### config.mk
export PLATFORM = sky130hd
export DESIGN_NAME = n_bit_deserializer_flat
export DESIGN_NICKNAME = d
export VERILOG_FILES = /design/src/rtl/n_bit_deserializer_if.sv /design/src/rtl/n_bit_deserializer.sv /design/src/flat_wrapper.sv
export SDC_FILE = /design/constraint.sdc
export NUM_CORES = 1
export LEC_CHECK = 0
export ABC_AREA = 1
export CAP_MARGIN = 20
export CORE_MARGIN = 2
export CORE_UTILIZATION = 51
export CTS_CLUSTER_DIAMETER = 60
export DETAILED_ROUTE_END_ITERATION = 8
export GPL_ROUTABILITY_DRIVEN = 1
export GPL_TIMING_DRIVEN = 0
export PLACE_DENSITY = 0.8
export SETUP_SLACK_MARGIN = 0.1
export SLEW_MARGIN = 10
export SYNTH_ARGS = -nofsm -noshare
export SYNTH_HDL_FRONTEND = slang
export SYNTH_SLANG_ARGS = --single-unit
### constraint.sdc
create_clock -name clk -period 3.75 [get_ports clk]
set_input_delay 0.5625 -clock clk [delete_from_list [all_inputs] [get_ports clk]]
set_output_delay 0.5625 -clock clk [all_outputs]
set_load 0.01 [all_outputs]
### src/rtl/n_bit_deserializer_if.sv
// Handshake bundle for the serial-to-parallel receiver.
// The master side drives serial bits and consumes words; the slave side is the receiver.
interface n_bit_deserializer_if #(
   parameter int n = 4
);
   logic         dSerial;   // serial data bit
   logic         sValid;    // dSerial is valid this cycle
   logic         sStart;    // with sValid: this bit is bit 0 of a new word
   logic         shiftL;    // 1 = MSB-first, 0 = LSB-first (sampled on first bit)
   logic [n-1:0] Q;         // completed parallel word
   logic         qValid;    // Q holds an unread word
   logic         qReady;    // consumer accepts Q this cycle
   logic         overrun;   // sticky: a completed word was dropped
   logic         ovrClr;    // synchronous clear of overrun

   modport master (
      output dSerial, sValid, sStart, shiftL, qReady, ovrClr,
      input  Q, qValid, overrun
   );

   modport slave (
      input  dSerial, sValid, sStart, shiftL, qReady, ovrClr,
      output Q, qValid, overrun
   );
endinterface

### src/rtl/n_bit_deserializer.sv
// Serial-to-parallel receiver: collects one bit per qualified clock into an
// n-bit word (MSB-first or LSB-first), then hands the word over through a
// single registered buffer with valid/ready. A word that completes while the
// buffer is still occupied and not being read is dropped and flagged in a
// sticky overrun bit. sStart resynchronises framing to a new word.
module n_bit_deserializer #(
   parameter int n = 4
) (
   input  logic                  clk,
   input  logic                  clr,
   n_bit_deserializer_if.slave   des_if
);

   localparam int CNT_W = (n > 2) ? $clog2(n) : 1;
   localparam logic [CNT_W-1:0] CNT_ZERO = CNT_W'(0);
   localparam logic [CNT_W-1:0] CNT_ONE  = CNT_W'(1);
   localparam logic [CNT_W-1:0] CNT_LAST = CNT_W'(n - 1);

   // Assembly state
   logic [n-1:0]     sr_q,  sr_d;
   logic [CNT_W-1:0] cnt_q, cnt_d;
   logic             dir_q, dir_d;

   // Output buffer state
   logic [n-1:0]     q_q,      q_d;
   logic             qvalid_q, qvalid_d;
   logic             ovr_q,    ovr_d;

   // Decoded per-cycle conditions
   logic             first_s;
   logic             dir_s;
   logic [n-1:0]     shifted_s;
   logic             complete_s;
   logic             read_s;
   logic             accept_s;

   // Decode the current bit: effective direction, post-shift word, completion and buffer status
   always_comb begin
      first_s    = des_if.sStart | (cnt_q == CNT_ZERO);
      // The first bit of a word uses the live shiftL; later bits use the latched direction
      dir_s      = first_s ? des_if.shiftL : dir_q;
      if (dir_s) begin
         shifted_s = {sr_q[n-2:0], des_if.dSerial};
      end else begin
         shifted_s = {des_if.dSerial, sr_q[n-1:1]};
      end
      // sStart always makes this bit 0 of a new word, so it can never complete one
      complete_s = des_if.sValid & ~des_if.sStart & (cnt_q == CNT_LAST);
      read_s     = qvalid_q & des_if.qReady;
      // Buffer can take a new word if empty or being emptied this very cycle
      accept_s   = ~qvalid_q | des_if.qReady;
   end

   // Next-state for the shift register, bit counter and latched direction
   always_comb begin
      sr_d  = sr_q;
      cnt_d = cnt_q;
      dir_d = dir_q;
      if (des_if.sValid) begin
         sr_d  = shifted_s;
         dir_d = dir_s;
         if (des_if.sStart) begin
            // Partial word is abandoned silently; this bit counts as bit 0
            cnt_d = CNT_ONE;
         end else if (cnt_q == CNT_LAST) begin
            cnt_d = CNT_ZERO;
         end else begin
            cnt_d = cnt_q + CNT_ONE;
         end
      end else begin
         sr_d  = sr_q;
         cnt_d = cnt_q;
         dir_d = dir_q;
      end
   end

   // Next-state for the output buffer and the sticky overrun flag
   always_comb begin
      q_d      = q_q;
      qvalid_d = qvalid_q;
      ovr_d    = ovr_q;

      if (complete_s && accept_s) begin
         // Covers the simultaneous read+write case: no bubble between words
         q_d      = shifted_s;
         qvalid_d = 1'b1;
      end else if (read_s) begin
         // Q keeps its last value after being read; only the valid drops
         qvalid_d = 1'b0;
      end else begin
         qvalid_d = qvalid_q;
      end

      // A new drop outranks a clear request in the same cycle
      if (complete_s && !accept_s) begin
         ovr_d = 1'b1;
      end else if (des_if.ovrClr) begin
         ovr_d = 1'b0;
      end else begin
         ovr_d = ovr_q;
      end
   end

   // Assembly registers; clr discards any partial word immediately
   always_ff @(posedge clk or posedge clr) begin
      if (clr) begin
         sr_q  <= '0;
         cnt_q <= CNT_ZERO;
         dir_q <= 1'b1;
      end else begin
         sr_q  <= sr_d;
         cnt_q <= cnt_d;
         dir_q <= dir_d;
      end
   end

   // Output buffer registers
   always_ff @(posedge clk or posedge clr) begin
      if (clr) begin
         q_q      <= '0;
         qvalid_q <= 1'b0;
         ovr_q    <= 1'b0;
      end else begin
         q_q      <= q_d;
         qvalid_q <= qvalid_d;
         ovr_q    <= ovr_d;
      end
   end

   assign des_if.Q       = q_q;
   assign des_if.qValid  = qvalid_q;
   assign des_if.overrun = ovr_q;

endmodule

### src/flat_wrapper.sv
// flat-port wrapper written by rule: the top's interface ports become plain ports
module n_bit_deserializer_flat 
#(
   parameter int n = 4
)
  (clk, clr, des_if_dSerial, des_if_sValid, des_if_sStart, des_if_shiftL, des_if_qReady, des_if_ovrClr, des_if_Q, des_if_qValid, des_if_overrun);
  n_bit_deserializer_if #(.n(n)) des_if_i ();
  input  logic clk;
  input  logic clr;
  input wire logic [$bits(des_if_i.dSerial)-1:0] des_if_dSerial;
  input wire logic [$bits(des_if_i.sValid)-1:0] des_if_sValid;
  input wire logic [$bits(des_if_i.sStart)-1:0] des_if_sStart;
  input wire logic [$bits(des_if_i.shiftL)-1:0] des_if_shiftL;
  input wire logic [$bits(des_if_i.qReady)-1:0] des_if_qReady;
  input wire logic [$bits(des_if_i.ovrClr)-1:0] des_if_ovrClr;
  output wire logic [$bits(des_if_i.Q)-1:0] des_if_Q;
  output wire logic [$bits(des_if_i.qValid)-1:0] des_if_qValid;
  output wire logic [$bits(des_if_i.overrun)-1:0] des_if_overrun;
  assign des_if_i.dSerial = des_if_dSerial;
  assign des_if_i.sValid = des_if_sValid;
  assign des_if_i.sStart = des_if_sStart;
  assign des_if_i.shiftL = des_if_shiftL;
  assign des_if_i.qReady = des_if_qReady;
  assign des_if_i.ovrClr = des_if_ovrClr;
  assign des_if_Q = des_if_i.Q;
  assign des_if_qValid = des_if_i.qValid;
  assign des_if_overrun = des_if_i.overrun;
  n_bit_deserializer #(.n(n)) u_core (.clk(clk), .clr(clr), .des_if(des_if_i));
endmodule
==> impl_metrics.ini, run 1 <==
[place]
buffer_ports.inserted = 12
worst_slack_placed_ns = 1.921
gpl.final_weighted_congestion = 0.8897
detailedPlacementHpwl_um = 979

[synthesis]
synth.lib_cells_used.distinct = 17
yosysWarningCount = 0
post_synth.cell_area_avg_um2 = 8.426
yosys_register_bits = 13
synth_seq_area_share = 0.4906
syn_area_um2 = 665.6
synth.net_count = 89
synthesis.instances = 79

[critical_path]
crit-reg2reg-launch = u_core.cnt_q[0]
critical_path.cell_chain = clkdlybuf4s50_1
worst-r2r-cell-count = 6
worst_ep_arrival_time_ns = 1.17
crit_family = buffers and inverters
reg2reg_setup_slack_ns = 2.33
endpoint_kind = primary output
critical_path_peak_fanout = 2
critical-path-slowest-cell = sky130_fd_sc_hd__clkdlybuf4s50_1
worst-path-buf-inv = 1
cp-start-kind = flop
required_ns = 3.19
crit_type = reg -> out
critical-path-max-stage-delay_ns = 0.54
rr_endpoint = u_core.sr_q[1]

[global_routing]
antenna_found_initial = 0
gr-total-overflow = 0
grt_max_degree = 14
grt.total_usage = 0.1916
grt_first_pass_wirelength_um = 1966
vias_in_the_first_global_route = 482

[timing]
finalCriticalPeriod_ns = 1.736
report.final.setup_viol = 0
max_freq_ghz = 0.5762
postLayoutSetupSlackWorst_ns = 2.014
timing.final.hold_violations = 0
tightestPinTransition_ns = 0.4896
grt_setup_unrepaired = no
fin_worst_skew_ns = 0.001065
drv_slew = 0
maxSlewHeadroom = 0.6732
setup_total_negative_slack_ns = 0
fin_crit_sh = 0.4628

[floorplan]
fp.dieH_um = 40.13
core_area_um2 = 1252
chipWidth_um = 40.13
die_area_um2 = 1610
start_util = 0.5315
fp-row-count = 13
ioPinCount = 14

[clock_network]
tritoncts = done
root_buffer = sky130_fd_sc_hd__clkbuf_4
cts_sinks = 13
cts_hold_buffers = 0
postCtsSetupRepairBufs = 0
clk_pin_slew_worst_paths_ns = 0.07
ctsHtreeMaxLevel = 1
insertion_delay_ns = 0.28
clock_path_buffers = 2
cts_inserted_buffers = 3
cts-resized-gates = 0

[min_path]
hp-start = des_if_sValid
holdPathStages = 2
hp-class = in -> reg
hold_worst_path_end = u_core.dir_q

[power]
pwr_density_cell_nw_per_um2 = 543.6
p_sw_frac = 0.3317
clkPwrFrac = 0.188
p_leak_uw = 0.0004283
power_report.internal_total_uw = 301.8
p_seq_frac = 0.450
switchingPower_uw = 149.8
vdd.ir_drop.worst_mv = 0.2632
combinationalPowerShare = 0.362
fin_total_pwr_uw = 451.6

[finish]
num_antenna_cells = 0
num-nets-final = 106
layout.cells.most_common = sky130_fd_sc_hd__nand2_1
mostFrequentLayoutCells = sky130_fd_sc_hd__nand2_1 (21), sky130_fd_sc_hd__nand3_1 (17), sky130_fd_sc_hd__inv_1 (12), sky130_fd_sc_hd__clkdlybuf4s50_1 (12), sky130_fd_sc_hd__dfrtp_1 (12)
syn_to_final_growth_pct = 24.81
fraction_of_layout_cells_with_a_size_suffix_above_1 = 0.1053
filler_cells = 114

[outcome]
status = complete, no violations

[job]
max_cap_violations = 0

[drt]
detailroute.via_count = 572
post_drt_via_cell_ratio = 5.200
antenna_violating_nets_post_route = 0
drt_iter0_drc = 11
detail_route.drc_violations = 0
wl_um = 1267
detailed_router_iteration_count_before_antenna_repair = 4
wire_per_inst_um = 11.52
sequential cells by signal, summed over array words and instances, names as in the netlist:
name / flops
u_core.des_if.Q: 4
u_core.sr_q: 4
u_core.cnt_q: 2
u_core.des_if.overrun: 1
u_core.des_if.qValid: 1
u_core.dir_q: 1
stage by stage:
step                      instances  hold slack [ns]  utilization  instance area, um2
after CTS                       110           0.4751       0.6633               830.8
after floorplan                  79           0.4387            -               665.6
after detailed placement        106           0.4690       0.6424               804.5
final                           110           0.4751       0.6633               830.8
after global routing            110           0.4842       0.6633               830.8
after global placement          106           0.4634       0.6424               804.5
power groups by stage:
stage               clock (uW)  combinational (uW)  sequential [uW]
CTS                       87.3                 164              203
global route              94.0                 184              207
floorplan                    0                86.9              213
global placement             0                 157              204
finish                    84.8                 164              203
detailed placement           0                 163              206
final cells by class:
| cell class | count | area, um2 | share of cell area |
|---|---|---|---|
| Sequential cell | 13 | 326.6 | 0.3931 |
| Multi-Input combinational cell | 51 | 272.8 | 0.3283 |
| Timing Repair Buffer | 12 | 120.1 | 0.1446 |
| Inverter | 14 | 55.05 | 0.06627 |
| Clock buffer | 4 | 26.28 | 0.03163 |
| Tap cell | 15 | 18.77 | 0.02259 |
| Buffer | 1 | 11.26 | 0.01355 |
cell usage after synthesis (all sizes together):
library cell | count | area share
nand2 | 22 | 0.14
nand3 | 17 | 0.13
inv | 14 | 0.083
dfrtp | 12 | 0.45
nor2 | 4 | 0.058
o21ai | 4 | 0.030
ha | 2 | 0.038
buf | 1 | 0.017
dfstp | 1 | 0.039
o21bai | 1 | 0.011
o22ai | 1 | 0.0094
how the worst max path moves through the flow:
stage / start / slack, ns / depth (start not counted) / to
global route: u_core.des_if.overrun / 1.96 / 1 / des_if_overrun
finish: u_core.des_if.Q[3] / 2.01 / 1 / des_if_Q[3]
global placement: des_if_sStart / 1.93 / 5 / u_core.des_if.Q[1]
floorplan: des_if_sValid / 2.50 / 8 / u_core.des_if.Q[0]
CTS: u_core.des_if.Q[3] / 2.00 / 1 / des_if_Q[3]
detailed placement: des_if_sStart / 1.92 / 5 / u_core.sr_q[1]
routing by layer:
layer,GRT usage,up-vias,part of all wire
met5,0,-,0
met4,0.1293,0,0.025
met3,0.05000,7,0.067
met2,0.3105,31,0.48
met1,0.2188,251,0.42
li1,-,283,-
cells by family (layout without fill, tap and decap cells):
| logic type | after synthesis | count (layout) | share of synthesized area |
|---|---|---|---|
| buffers and inverters | 15 | 31 | 0.09962 |
| AO/OA/AOI/OAI | 6 | 6 | 0.05076 |
| AND/OR/NAND/NOR | 43 | 43 | 0.3214 |
| flip-flops | 13 | 13 | 0.4906 |
| adder cells (fa/ha/maj) | 2 | 2 | 0.03759 |
(Power assumes the default switching activity.)
==> run 2, diff against run 1 <==
- CORE_UTILIZATION: 51 -> 43
- PLACE_DENSITY: 0.8 -> 0.72
- clock period: 3.75 -> 1.5 ns (I/O delays scaled with it)
==> run 2 against run 1 <==
Compared with the run above:
- core utilization is 7.8 points lower
- power grew to 2.5 times the previous value
- register-to-register slack worse by 2.1 ns
- clock power grew to 2.6 times the previous value
- routed wire length is 0.55% lower
- worst setup slack worse by 1.8 ns
- clock skew hardly changed
- via count is 3.5% lower
- global-route usage is 2.2 points lower
- largest cell class unchanged
- worst hold slack worse by 0.34 ns
- count of clock-buffer cells in the layout stayed put
- final area is 3.6% higher
- largest power group unchanged
==> impl_metrics.ini, run 2 (synthesized netlist as in run 1, its figures left out) <==
[drt]
met1_length_um = 521
wl_um = 1260
drt_iter0_drc = 3
maxUsedRoutingLayer = met4
met2WireLength_um = 621
detail_route.drc_violations = 0
detailed_router_iteration_count_before_antenna_repair = 4
antenna_violating_nets_post_route = 0
wire_per_inst_um = 11.35
post_drt_via_cell_ratio = 4.973
wl_met3_um = 74
detailroute.via_count = 552

[clock_network]
cts_hold_buffers = 0
tritoncts = done
ctsHtreeMaxLevel = 1
clk_pin_slew_worst_paths_ns = 0.08
postCtsSetupRepairBufs = 0
root_buffer = sky130_fd_sc_hd__clkbuf_4
insertion_delay_ns = 0.28
clock_path_buffers = 2
cts_inserted_buffers = 3
cts_sinks = 13

[outcome]
status = complete, no violations

[timing]
max_freq_ghz = 0.7733
maxSlewHeadroom = 0.6693
postLayoutSetupSlackWorst_ns = 0.2068
tightestPinTransition_ns = 0.4956
grt_setup_unrepaired = no
fin_worst_skew_ns = 0.0009199
fin_crit_sh = 0.8621
drv_slew = 0
report.final.setup_viol = 0
timing.final.hold_violations = 0
finalCriticalPeriod_ns = 1.293
setup_total_negative_slack_ns = 0

[critical_path]
required_ns = 1.67
crit_type = reg -> reg
worst_ep_arrival_time_ns = 1.47
critical_path_peak_fanout = 5
cp-start-kind = flop
endpoint_kind = flop

[global_routing]
gr-total-overflow = 0
antenna_found_initial = 0
grt_first_pass_wirelength_um = 2228
grt_max_degree = 14
vias_in_the_first_global_route = 565
grt.total_usage = 0.1697

[finish]
fraction_of_layout_cells_with_a_size_suffix_above_1 = 0.1684
mostFrequentLayoutCells = sky130_fd_sc_hd__nand2_1 (19), sky130_fd_sc_hd__nand3_1 (17), sky130_fd_sc_hd__inv_1 (12), sky130_fd_sc_hd__dfrtp_1 (12), sky130_fd_sc_hd__clkdlybuf4s50_1 (6)
syn_to_final_growth_pct = 29.32
register_area_um2 = 326.6
multi_input_comb_area_um2 = 297.8
layout.cell_area.non_filler_um2 = 860.8
num_antenna_cells = 0
layout.cells.most_common = sky130_fd_sc_hd__nand2_1
num-nets-final = 106
final_cells = 111
filler_cells = 138

[power]
vdd.ir_drop.worst_mv = 0.4949
pwr_density_cell_nw_per_um2 = 1313
p_leak_uw = 0.0004833

[floorplan]
fp.dieH_um = 43.35
start_util = 0.4524
core_area_um2 = 1471
die_area_um2 = 1879
fp-row-count = 14
ioPinCount = 14
chipWidth_um = 43.35

[place]
worst_slack_placed_ns = 0.0009557
placed_cells_incl_taps = 107
gpl.final_weighted_congestion = 0.7629
detailedPlacementHpwl_um = 1001
buffer_ports.inserted = 12
dpl_cell_area_um2 = 805.8

[min_path]
hp-class = in -> reg

[job]
max_cap_violations = 0
==> run 2: power breakdown <==
part           total (uW)  switching, uW  internal, uW  leakage (uW)
Clock                 219            116           103     0.0000150
Sequential            503           48.7           455      0.000163
Combinational         408            221           187      0.000305
==> run 2: critical path: stages, from the launching register on <==
cell and delay [ns]:
sky130_fd_sc_hd__dfrtp_1 0.40, sky130_fd_sc_hd__inv_1 0.09, sky130_fd_sc_hd__ha_2 0.24, sky130_fd_sc_hd__nor2_2 0.07, sky130_fd_sc_hd__nand2_2 0.11, sky130_fd_sc_hd__nand3_1 0.11
sky130_fd_sc_hd__nand3_1 0.11, sky130_fd_sc_hd__nand2_1 0.06
==> run 2: path summary, 6_finish.rpt <==
| kind | startpoint | end | slack, ns | depth (start not counted) |
|---|---|---|---|---|
| max in group asynchronous | clr | u_core.dir_q | 0.89 | 2 |
| min in group asynchronous | clr | u_core.des_if.Q[2] | 0.26 | 2 |
| min reg2reg | u_core.des_if.Q[0] | u_core.des_if.Q[0] | 0.48 | 2 |
| max | u_core.cnt_q[0] | u_core.des_if.Q[1] | 0.21 | 7 |
| max reg2reg | u_core.cnt_q[0] | u_core.des_if.Q[1] | 0.21 | 7 |
| min | des_if_sValid | u_core.dir_q | 0.13 | 2 |
==> run 2: repair_timing <==
action,CTS,global route
endpoints found under the hold margin,0,0
gates resized for setup,4,9
setup endpoints to repair,7,11
pin swaps,0,0
==> run 2: layer usage <==
layer	vias to the layer above	GRT usage
met3	4	0.04583
met4	0	0.1576
met2	13	0.2866
met1	250	0.1658
li1	285	-
met5	-	0
==> run 2: per-stage QoR <==
| stage | total power (uW) | utilization | hold slack (ns) |
|---|---|---|---|
| after global placement | 901.6 | 0.5476 | 0.4289 |
| after global routing | 1217 | 0.5850 | 0.1428 |
| final | 1130 | 0.5850 | 0.1348 |
| after floorplan | 749.2 | - | 0.1012 |
| after CTS | 1131 | 0.5655 | 0.1369 |
| after detailed placement | 918.6 | 0.5476 | 0.4377 |
==> run 2: layout make-up <==
| cell class | instances | share of cell area |
|---|---|---|
| buffer | 1 | 0.01308 |
| clock buffer | 4 | 0.03052 |
| inverter | 14 | 0.06395 |
| multi-input combinational | 51 | 0.3459 |
| sequential | 13 | 0.3794 |
| tap | 16 | 0.02326 |
| timing repair buffer | 12 | 0.1439 |
